===== src/rtl/branch_hazard_ctrl_pkg.sv =====
// rtl/branch_hazard_ctrl_pkg.sv - shared types and constants for the branch hazard controller
// Contents: FSM state encoding, default register address width, zero-register index.
package branch_hazard_ctrl_pkg;

    localparam int ADDR_W_DEFAULT = 5;

    // Register 0 is hard-wired to zero, so a write to it never produces a hazard.
    localparam int REG_ZERO = 0;

    typedef enum logic [1:0] {
        IDLE    = 2'd0,
        STALL   = 2'd1,
        RESOLVE = 2'd2
    } state_t;

    // Counter value loaded on detection: stall cycles still owed after the detection cycle.
    function automatic logic [1:0] stall_cnt_init(input int total_stalls);
        return 2'(total_stalls - 1);
    endfunction

endpackage


===== src/rtl/branch_hazard_ctrl_if.sv =====
// rtl/branch_hazard_ctrl_if.sv - ID-stage branch hazard bundle (pipeline inputs and control outputs)
// master: pipeline side, drives branch/producer info and reads stall/redirect controls.
// slave : hazard controller, reads branch/producer info and drives stall/redirect controls.
interface branch_hazard_ctrl_if
    import branch_hazard_ctrl_pkg::*;
#(
    parameter int ADDR_W = ADDR_W_DEFAULT
) ();

    logic              branch_ID;
    logic              branch_ne_ID;
    logic [ADDR_W-1:0] rs_ID;
    logic [ADDR_W-1:0] rt_ID;
    logic              regWrite_EX;
    logic              memRead_EX;
    logic [ADDR_W-1:0] regFileWriteAddr_EX;
    logic              regWrite_MEM;
    logic              memRead_MEM;
    logic [ADDR_W-1:0] regFileWriteAddr_MEM;
    logic              regEqulityC;
    logic              stall_PC;
    logic              stall_IFID;
    logic              bubble_IDEX;
    logic              pcSrc;
    logic              flush_IFID;

    modport master (
        output branch_ID, branch_ne_ID, rs_ID, rt_ID,
        output regWrite_EX, memRead_EX, regFileWriteAddr_EX,
        output regWrite_MEM, memRead_MEM, regFileWriteAddr_MEM,
        output regEqulityC,
        input  stall_PC, stall_IFID, bubble_IDEX, pcSrc, flush_IFID
    );

    modport slave (
        input  branch_ID, branch_ne_ID, rs_ID, rt_ID,
        input  regWrite_EX, memRead_EX, regFileWriteAddr_EX,
        input  regWrite_MEM, memRead_MEM, regFileWriteAddr_MEM,
        input  regEqulityC,
        output stall_PC, stall_IFID, bubble_IDEX, pcSrc, flush_IFID
    );

endinterface


===== src/rtl/branch_hazard_ctrl_hazard_match.sv =====
// rtl/branch_hazard_ctrl_hazard_match.sv - combinational load-producer vs branch-consumer compare
// Ports: branch (consumer present), reg_write/mem_read/wr_addr (producer), rs/rt (consumer
// sources) -> hit (consumer must wait for the load data).
module branch_hazard_ctrl_hazard_match
    import branch_hazard_ctrl_pkg::*;
#(
    parameter int ADDR_W = ADDR_W_DEFAULT
) (
    input  logic              branch,
    input  logic              reg_write,
    input  logic              mem_read,
    input  logic [ADDR_W-1:0] wr_addr,
    input  logic [ADDR_W-1:0] rs,
    input  logic [ADDR_W-1:0] rt,
    output logic              hit
);

    always_comb begin
        hit = branch & reg_write & mem_read
            & (wr_addr != ADDR_W'(REG_ZERO))
            & ((wr_addr == rs) | (wr_addr == rt));
    end

endmodule


===== src/rtl/branch_hazard_ctrl.sv =====
// rtl/branch_hazard_ctrl.sv - ID-stage branch hazard controller for load producers in EX/MEM
// Ports: clk, rst_n (sync, active low), bus (branch_hazard_ctrl_if.slave).
// Optional (BRANCH_HAZARD_STATS_EN): stall_count, taken_count saturating 16-bit counters.
// Stalls PC/IF-ID and bubbles ID/EX while a load feeding the branch is in flight, then
// resolves the branch from regEqulityC; outputs are combinational from state and inputs.
module branch_hazard_ctrl
    import branch_hazard_ctrl_pkg::*;
#(
    parameter int ADDR_W          = ADDR_W_DEFAULT,
    parameter int LOAD_EX_STALLS  = 2,
    parameter int LOAD_MEM_STALLS = 1
) (
    input  logic                  clk,
    input  logic                  rst_n,
    branch_hazard_ctrl_if.slave   bus
`ifdef BRANCH_HAZARD_STATS_EN
    ,
    output logic [15:0]           stall_count,
    output logic [15:0]           taken_count
`endif
);

    localparam logic [1:0] EX_CNT  = stall_cnt_init(LOAD_EX_STALLS);
    localparam logic [1:0] MEM_CNT = stall_cnt_init(LOAD_MEM_STALLS);

    state_t     state_q, state_d;
    logic [1:0] cnt_q, cnt_d;
    logic       hz_ex, hz_mem, taken;
    logic       stall, redirect;

    branch_hazard_ctrl_hazard_match #(.ADDR_W(ADDR_W)) u_match_ex (
        .branch    (bus.branch_ID),
        .reg_write (bus.regWrite_EX),
        .mem_read  (bus.memRead_EX),
        .wr_addr   (bus.regFileWriteAddr_EX),
        .rs        (bus.rs_ID),
        .rt        (bus.rt_ID),
        .hit       (hz_ex)
    );

    branch_hazard_ctrl_hazard_match #(.ADDR_W(ADDR_W)) u_match_mem (
        .branch    (bus.branch_ID),
        .reg_write (bus.regWrite_MEM),
        .mem_read  (bus.memRead_MEM),
        .wr_addr   (bus.regFileWriteAddr_MEM),
        .rs        (bus.rs_ID),
        .rt        (bus.rt_ID),
        .hit       (hz_mem)
    );

    assign taken = bus.branch_ID & (bus.regEqulityC ^ bus.branch_ne_ID);

    always_comb begin
        state_d  = state_q;
        cnt_d    = cnt_q;
        stall    = 1'b0;
        redirect = 1'b0;
        case (state_q)
            IDLE: begin
                // EX is checked first: an EX load is younger and needs the longer wait.
                if (hz_ex) begin
                    stall   = 1'b1;
                    cnt_d   = EX_CNT;
                    state_d = (EX_CNT == 2'd0) ? RESOLVE : STALL;
                end else if (hz_mem) begin
                    stall   = 1'b1;
                    cnt_d   = MEM_CNT;
                    state_d = (MEM_CNT == 2'd0) ? RESOLVE : STALL;
                end else begin
                    redirect = taken;
                end
            end
            STALL: begin
                // cnt counts stall cycles still owed including this one, so the
                // detection cycle plus the STALL cycles add up to the configured total.
                stall = 1'b1;
                if (cnt_q <= 2'd1) begin
                    cnt_d   = 2'd0;
                    state_d = RESOLVE;
                end else begin
                    cnt_d = cnt_q - 2'd1;
                end
            end
            RESOLVE: begin
                // taken already folds in branch_ID, so a vanished branch resolves to 0.
                redirect = taken;
                state_d  = IDLE;
            end
            default: begin
                state_d = IDLE;
                cnt_d   = 2'd0;
            end
        endcase
        if (!rst_n) begin
            stall    = 1'b0;
            redirect = 1'b0;
        end
    end

    always_ff @(posedge clk) begin
        if (!rst_n) begin
            state_q <= IDLE;
            cnt_q   <= 2'd0;
        end else begin
            state_q <= state_d;
            cnt_q   <= cnt_d;
        end
    end

    assign bus.stall_PC    = stall;
    assign bus.stall_IFID  = stall;
    assign bus.bubble_IDEX = stall;
    assign bus.pcSrc       = redirect;
    assign bus.flush_IFID  = redirect;

`ifdef BRANCH_HAZARD_STATS_EN
    logic [15:0] stall_count_q, stall_count_d;
    logic [15:0] taken_count_q, taken_count_d;

    always_comb begin
        stall_count_d = stall_count_q;
        taken_count_d = taken_count_q;
        if (stall && (stall_count_q != 16'hFFFF)) begin
            stall_count_d = stall_count_q + 16'd1;
        end
        if (redirect && (taken_count_q != 16'hFFFF)) begin
            taken_count_d = taken_count_q + 16'd1;
        end
    end

    always_ff @(posedge clk) begin
        if (!rst_n) begin
            stall_count_q <= 16'd0;
            taken_count_q <= 16'd0;
        end else begin
            stall_count_q <= stall_count_d;
            taken_count_q <= taken_count_d;
        end
    end

    assign stall_count = stall_count_q;
    assign taken_count = taken_count_q;
`endif

endmodule

===== src/flat_wrapper.sv =====
// flat-port wrapper written by rule: the top's interface ports become plain ports
module branch_hazard_ctrl_flat import branch_hazard_ctrl_pkg::*;
#(
    parameter int ADDR_W          = ADDR_W_DEFAULT,
    parameter int LOAD_EX_STALLS  = 2,
    parameter int LOAD_MEM_STALLS = 1
)
  (clk, rst_n, bus_branch_ID, bus_branch_ne_ID, bus_rs_ID, bus_rt_ID, bus_regWrite_EX, bus_memRead_EX, bus_regFileWriteAddr_EX, bus_regWrite_MEM, bus_memRead_MEM, bus_regFileWriteAddr_MEM, bus_regEqulityC, bus_stall_PC, bus_stall_IFID, bus_bubble_IDEX, bus_pcSrc, bus_flush_IFID);
  branch_hazard_ctrl_if #(.ADDR_W(ADDR_W)) bus_i ();
  input  logic clk;
  input  logic rst_n;
  input wire logic [$bits(bus_i.branch_ID)-1:0] bus_branch_ID;
  input wire logic [$bits(bus_i.branch_ne_ID)-1:0] bus_branch_ne_ID;
  input wire logic [$bits(bus_i.rs_ID)-1:0] bus_rs_ID;
  input wire logic [$bits(bus_i.rt_ID)-1:0] bus_rt_ID;
  input wire logic [$bits(bus_i.regWrite_EX)-1:0] bus_regWrite_EX;
  input wire logic [$bits(bus_i.memRead_EX)-1:0] bus_memRead_EX;
  input wire logic [$bits(bus_i.regFileWriteAddr_EX)-1:0] bus_regFileWriteAddr_EX;
  input wire logic [$bits(bus_i.regWrite_MEM)-1:0] bus_regWrite_MEM;
  input wire logic [$bits(bus_i.memRead_MEM)-1:0] bus_memRead_MEM;
  input wire logic [$bits(bus_i.regFileWriteAddr_MEM)-1:0] bus_regFileWriteAddr_MEM;
  input wire logic [$bits(bus_i.regEqulityC)-1:0] bus_regEqulityC;
  output wire logic [$bits(bus_i.stall_PC)-1:0] bus_stall_PC;
  output wire logic [$bits(bus_i.stall_IFID)-1:0] bus_stall_IFID;
  output wire logic [$bits(bus_i.bubble_IDEX)-1:0] bus_bubble_IDEX;
  output wire logic [$bits(bus_i.pcSrc)-1:0] bus_pcSrc;
  output wire logic [$bits(bus_i.flush_IFID)-1:0] bus_flush_IFID;
  assign bus_i.branch_ID = bus_branch_ID;
  assign bus_i.branch_ne_ID = bus_branch_ne_ID;
  assign bus_i.rs_ID = bus_rs_ID;
  assign bus_i.rt_ID = bus_rt_ID;
  assign bus_i.regWrite_EX = bus_regWrite_EX;
  assign bus_i.memRead_EX = bus_memRead_EX;
  assign bus_i.regFileWriteAddr_EX = bus_regFileWriteAddr_EX;
  assign bus_i.regWrite_MEM = bus_regWrite_MEM;
  assign bus_i.memRead_MEM = bus_memRead_MEM;
  assign bus_i.regFileWriteAddr_MEM = bus_regFileWriteAddr_MEM;
  assign bus_i.regEqulityC = bus_regEqulityC;
  assign bus_stall_PC = bus_i.stall_PC;
  assign bus_stall_IFID = bus_i.stall_IFID;
  assign bus_bubble_IDEX = bus_i.bubble_IDEX;
  assign bus_pcSrc = bus_i.pcSrc;
  assign bus_flush_IFID = bus_i.flush_IFID;
  branch_hazard_ctrl #(.ADDR_W(ADDR_W), .LOAD_EX_STALLS(LOAD_EX_STALLS), .LOAD_MEM_STALLS(LOAD_MEM_STALLS)) u_core (.clk(clk), .rst_n(rst_n), .bus(bus_i));
endmodule

===== config.mk =====
export PLATFORM = sky130hd
export DESIGN_NAME = branch_hazard_ctrl_flat
export DESIGN_NICKNAME = d
export VERILOG_FILES = /design/src/rtl/branch_hazard_ctrl_pkg.sv /design/src/rtl/branch_hazard_ctrl_if.sv /design/src/rtl/branch_hazard_ctrl_hazard_match.sv /design/src/rtl/branch_hazard_ctrl.sv /design/src/flat_wrapper.sv
export SDC_FILE = /design/constraint.sdc
export NUM_CORES = 1
export LEC_CHECK = 0
export ABC_CLOCK_PERIOD_IN_PS = 3750
export CAP_MARGIN = 20
export CORE_MARGIN = 2
export CORE_UTILIZATION = 23
export CTS_CLUSTER_SIZE = 28
export DETAILED_ROUTE_END_ITERATION = 16
export GPL_ROUTABILITY_DRIVEN = 0
export GPL_TIMING_DRIVEN = 0
export HOLD_SLACK_MARGIN = 0.12
export PLACE_DENSITY = 0.59
export SLEW_MARGIN = 20
export SYNTH_ARGS = -nofsm -noshare
export SYNTH_HDL_FRONTEND = slang
export SYNTH_SLANG_ARGS = --single-unit

===== constraint.sdc =====
create_clock -name clk -period 3.75 [get_ports clk]
set_input_delay 0.5625 -clock clk [delete_from_list [all_inputs] [get_ports clk]]
set_output_delay 0.5625 -clock clk [all_outputs]
set_load 0.1 [all_outputs]

Word level (Yosys, flattened, before mapping)
Index checks and enable logic that the tools add are counted.

storage, ports and cells
  register bits after elaboration = 4
  bits of input ports = 29
  output and inout port bits = 5
  word-level logic and storage cells = 46

cells by class
  bitwise gates (word level) = 13
  muxes and demuxes = 16
  order comparisons = 1
  add/sub/neg operators = 1
  equal/unequal tests = 8
  reductions and logical operators = 5

operators by type and width
  kind                 number
  $eq 5x5->1           4
  $mux 2               6
  $reduce_bool 5->1    2
  $and 1x1->1          9
  $mux 1               6
  $pmux 2 s3           1
  $pmux 1 s2           2
  $pmux 2 s2           1
  $reduce_and 2->1     2
  $ne 3x1->1 const B   1
  $eq 2x1->1 const B   1
  $eq 2x2->1 const B   1
  $le 2x1->1 const B   1
  $logic_not 2->1      1
  $ne 2x1->1 const B   1
  $or 1x1->1           2
  $sub 2x1->2 const B  1
  $not 1->1            1
  $xor 1x1->1          1

Logic depth before layout (Yosys ltp)
  word-level depth = 8
  mapped depth = 7
  depth with buffers taken out = 6

Modules after synthesis
From an unflattened synthesis, not the netlist that was laid out.

second synthesis, totals
  cell total of the unflattened synthesis = 64
  area, all modules = 485.5 um^2

by module, submodules not included
  module                           cells an instance  seq. area each (um^2)  times used  area each (um^2)
  branch_hazard_ctrl_hazard_match  17                 0.0                    2           128.9
  branch_hazard_ctrl               30                 80.1                   1           227.7

Worst setup path before layout
OpenSTA, ideal clock, no wires.

  path kind = input port to output port
  from = input bus_regFileWriteAddr_EX[4]
  to = output bus_stall_IFID
  cell stages on the path = 6
  path buffers = 1
  arrival = 4,068 ps
  required time = 3,188 ps
  slack = -880 ps
  cells stage by stage = xnor2_1 -> nand3_1 -> o22ai_1 -> a22oi_1 -> a211oi_1 -> buf_4

on the way
  word-level cells in the longest chain between the ends = 6
  elaborated cells between the ends (all ways) = 9
  those cells by class = 2 x eq/ne; 3 x mux; 3 x bitwise; 1 x reduce/logical

ends and longest elaborated chain
  item                                             line                                                                          RTL
  start, declared                                  flat_wrapper.sv:18                                                            input wire logic [$bits(bus_i.regFileWriteAddr_EX)-1:0] bus_regFileWriteAddr_EX;
  $eq 5x5->1 or $reduce_bool 5->1 (tied branches)  branch_hazard_ctrl_hazard_match.sv:21, branch_hazard_ctrl_hazard_match.sv:20
  $or 1x1->1 or $and 1x1->1 (tied branches)        branch_hazard_ctrl_hazard_match.sv:21, branch_hazard_ctrl_hazard_match.sv:20
  $and 1x1->1 *                                    branch_hazard_ctrl_hazard_match.sv:21                                         & ((wr_addr == rs) | (wr_addr == rt));
  $mux 1 *                                         branch_hazard_ctrl.sv:61                                                      if (hz_ex) begin
  $pmux 1 s2 *                                     branch_hazard_ctrl.sv:58                                                      case (state_q)
  $mux 1 *                                         branch_hazard_ctrl.sv:94                                                      if (!rst_n) begin
  end, declared                                    flat_wrapper.sv:24                                                            output wire logic [$bits(bus_i.stall_IFID)-1:0] bus_stall_IFID;

Mark *: on every way between the ends. The rest lies on a longest branch, timed or not.

Worst setup path in the final report
  from = input bus_regFileWriteAddr_EX[0]
  to = output bus_pcSrc

on the way
  word-level cells in the longest chain between the ends = 6
  elaborated cells between the ends (all ways) = 9
  those cells by class = 2 x eq/ne; 3 x mux; 3 x bitwise; 1 x reduce/logical

ends and longest elaborated chain
  item                                             line                                                                          RTL
  $eq 5x5->1 or $reduce_bool 5->1 (tied branches)  branch_hazard_ctrl_hazard_match.sv:21, branch_hazard_ctrl_hazard_match.sv:20
  $or 1x1->1 or $and 1x1->1 (tied branches)        branch_hazard_ctrl_hazard_match.sv:21, branch_hazard_ctrl_hazard_match.sv:20
  $and 1x1->1 *                                    branch_hazard_ctrl_hazard_match.sv:21
  $mux 1 *                                         branch_hazard_ctrl.sv:61
  $pmux 1 s2 *                                     branch_hazard_ctrl.sv:58
  $mux 1 *                                         branch_hazard_ctrl.sv:94
  end, declared                                    flat_wrapper.sv:26                                                            output wire logic [$bits(bus_i.pcSrc)-1:0] bus_pcSrc;

Marks and branches as above.

==> impl_metrics.toml <==
[power]
switching_power_mw = 0.0550
p_int_mw = 0.126
clockPowerShare = 0.284
power.share.sequential = 0.240
switching_share = 0.304
cellLeakagePower_nw = 0.325
power.density_nw_per_um2 = 205
peakVddDrop_v = 0.000147
p_total_mw = 0.181
p_comb_frac = 0.476

[finish]
fin_area_sq_um = 883
drive_gt1_frac = 0.113
final_util = 0.441
num-fill-cells = 205
mostFrequentLayoutCells = "28 x clkdlybuf4s50_1, 20 x xnor2_1, 10 x nand2_1, 7 x nand3_1, 5 x a21oi_1"
antenna_cells = 0
final_common_cell = "clkdlybuf4s50_1"
seq_area_sq_um = 80.1
areaGrowthSynthToFinish_pct = 76.5
multi_input_comb_area_sq_um = 400
nets = 137

[clocking]
cts_resized = 5
cts_tree = "yes"
cts_root_buf = "clkbuf_4"
clk_pin_slew_worst_paths_ns = 0.03
post_cts_buffers = 0
postCtsHoldBufs = 0
numCtsBuffers = 3
clk_latency_ns = 0.23
h-tree-depth = 1
clockBufferDepth = 2
cts_sinks = 4

[drt]
ant_nets = 0
drc = 0
routedWlPerCell_um = 11.1
drt_iter0_markers = 2
wl_um = 1470
vias = 580
drt_pass1_iterations = 2
vias_per_cell = 4.36

[timing]
fin_hold_ws_ns = 0.461
finalCritPeriodShare = 0.949
max_slew_margin = 0.359
setup_viol = 0
setup_ws_ns = 0.191
slew_viol_final = 0
fmax_mhz = 281
finalHoldViolCount = 0
fin_worst_skew_ns = 0.000466
rsz0062_at_grt = "false"
period_minus_slack_ns = 3.56
worstMarginPinSlew_ns = 0.965

[synthesis]
netlist_area_sq_um = 500
yosys_warnings = 0
synthesis.nets = 99
yosys.cell_types.count = 19
ys_ff_latch = 4
seq_area_frac_synth = 0.160
syn_inst = 70
synth_area_per_cell_sq_um = 7.15

[critical_path]
cp-end-kind = "output port"
path_buf_inv = 3
cp_num_cells = 8
crit_start = "bus_regFileWriteAddr_EX[0]"
crit_chain = "clkdlybuf4s50_1, nor3_1, a21oi_1, a22oi_1, o21ai_1, nor3_2, buf_4, dlygate4sd2_1"
critPathTopFamily = "buffers and inverters"
rr_endpoint = "u_core.cnt_q[0]"
r2r_setup_slack_ns = 2.68
rr_worst_depth = 5
critPathKind = "in2out"
crit_path_max_incr_delay_ns = 0.84
arrival_ns = 3.00
crit_required_ns = 3.19
timing.rr.start = "u_core.state_q[0]"
crit_fanout = 3
critical_path.slowest_cell = "dlygate4sd2_1"
cp-start-kind = "input pin"

[floorplan]
core.rowCount = 16
dieArea_sq_um = 2560
dieWidth_um = 50.6
die_h_um = 50.6
start_util = 0.250
core_area_sq_um = 2000
io_pins = 34

[placed_design]
placed_area_sq_um = 875
io_buffers = 33
dp_slack_ns = -0.128
dpl.hpwl_um = 1210

[run_status]
outcome = "completed"

[flow_run]
max_cap_viol_count = 0

[hold_path]
worstHoldStart = "u_core.cnt_q[1]"
min_path_type = "reg2reg"
hold_depth = 2
hold-path-endpoint = "u_core.cnt_q[1]"

[grt]
grtUsageTotal = 0.126
grt_pass1_vias = 614
grt_pass1_wl_um = 2470
antenna_found_initial = 0
grt_overflow = 0
grt_max_degree = 7
cell type report:
type,count,share of cell area
inverter,2,0.00850
buffer,3,0.0255
sequential,4,0.0907
timing repair buffer,33,0.358
tap,27,0.0382
clock buffer,3,0.0255
multi-input combinational,61,0.453
power groups by stage:
stage | combinational, mW | sequential [mW] | clock [mW]
2_1_floorplan | 0.0428 | 0.0440 | 0
3_3_place_gp | 0.0872 | 0.0440 | 0
3_5_place_dp | 0.0872 | 0.0440 | 0
4_1_cts | 0.0867 | 0.0434 | 0.0554
5_1_grt | 0.0920 | 0.0434 | 0.0559
6_report | 0.0860 | 0.0434 | 0.0513
worst register-to-register path, cell delays in order (launching register included):
cell	delay, ns
dfxtp_1	0.42
nor2b_1	0.20
nand2_1	0.09
nor2_1	0.08
a21oi_1	0.05
o22ai_1	0.15
through the flow:
| stage | TNS [ns] | instances |
|---|---|---|
| floorplan | 0 | 70 |
| global placement | -0.535 | 130 |
| detailed placement | -0.407 | 130 |
| CTS | 0 | 133 |
| global route | 0 | 133 |
| finish | 0 | 133 |
cell families after synthesis:
logic type,share of synthesized area
simple gates,0.268
xor+xnor,0.368
compound gates,0.145
buf+inv,0.0600
flops,0.160
synthesized netlist by cell type (all sizes together):
library cell | n | area, sq um
o31a | 1 | 8.76
nor2b | 1 | 6.26
dfxtp | 4 | 80.1
nor3 | 4 | 25.0
xor2 | 1 | 8.76
nor2 | 4 | 15.0
and2 | 1 | 8.76
inv | 2 | 7.51
a211oi | 1 | 7.51
nand2 | 10 | 37.5
nand2b | 1 | 6.26
o22ai | 3 | 18.8
nand3 | 7 | 35.0
xnor2 | 20 | 175
o21ai | 1 | 5.00
a22oi | 1 | 7.51
a21oi | 5 | 25.0
buf | 3 | 22.5
routing by layer:
layer | routed length [um] | vias to the layer above | global-route usage
li1 | - | 307 | -
met1 | 677 | 251 | 0.142
met4 | 0 | 0 | 0.0676
met3 | 103 | 0 | 0.0357
met2 | 691 | 22 | 0.213
met5 | 0 | - | 0
worst max path at each step:
stage	to	slack, ns
floorplan	bus_stall_IFID	0.23
global placement	bus_stall_PC	-0.15
detailed placement	bus_stall_IFID	-0.13
CTS	bus_stall_IFID	0.14
global route	bus_pcSrc	0.04
finish	bus_pcSrc	0.19
sequential cells by signal, summed over array words and instances, names as in the netlist:
name and count:
u_core.cnt_q 2, u_core.state_q 2
No activity file was read; power rests on OpenSTA's default activity.
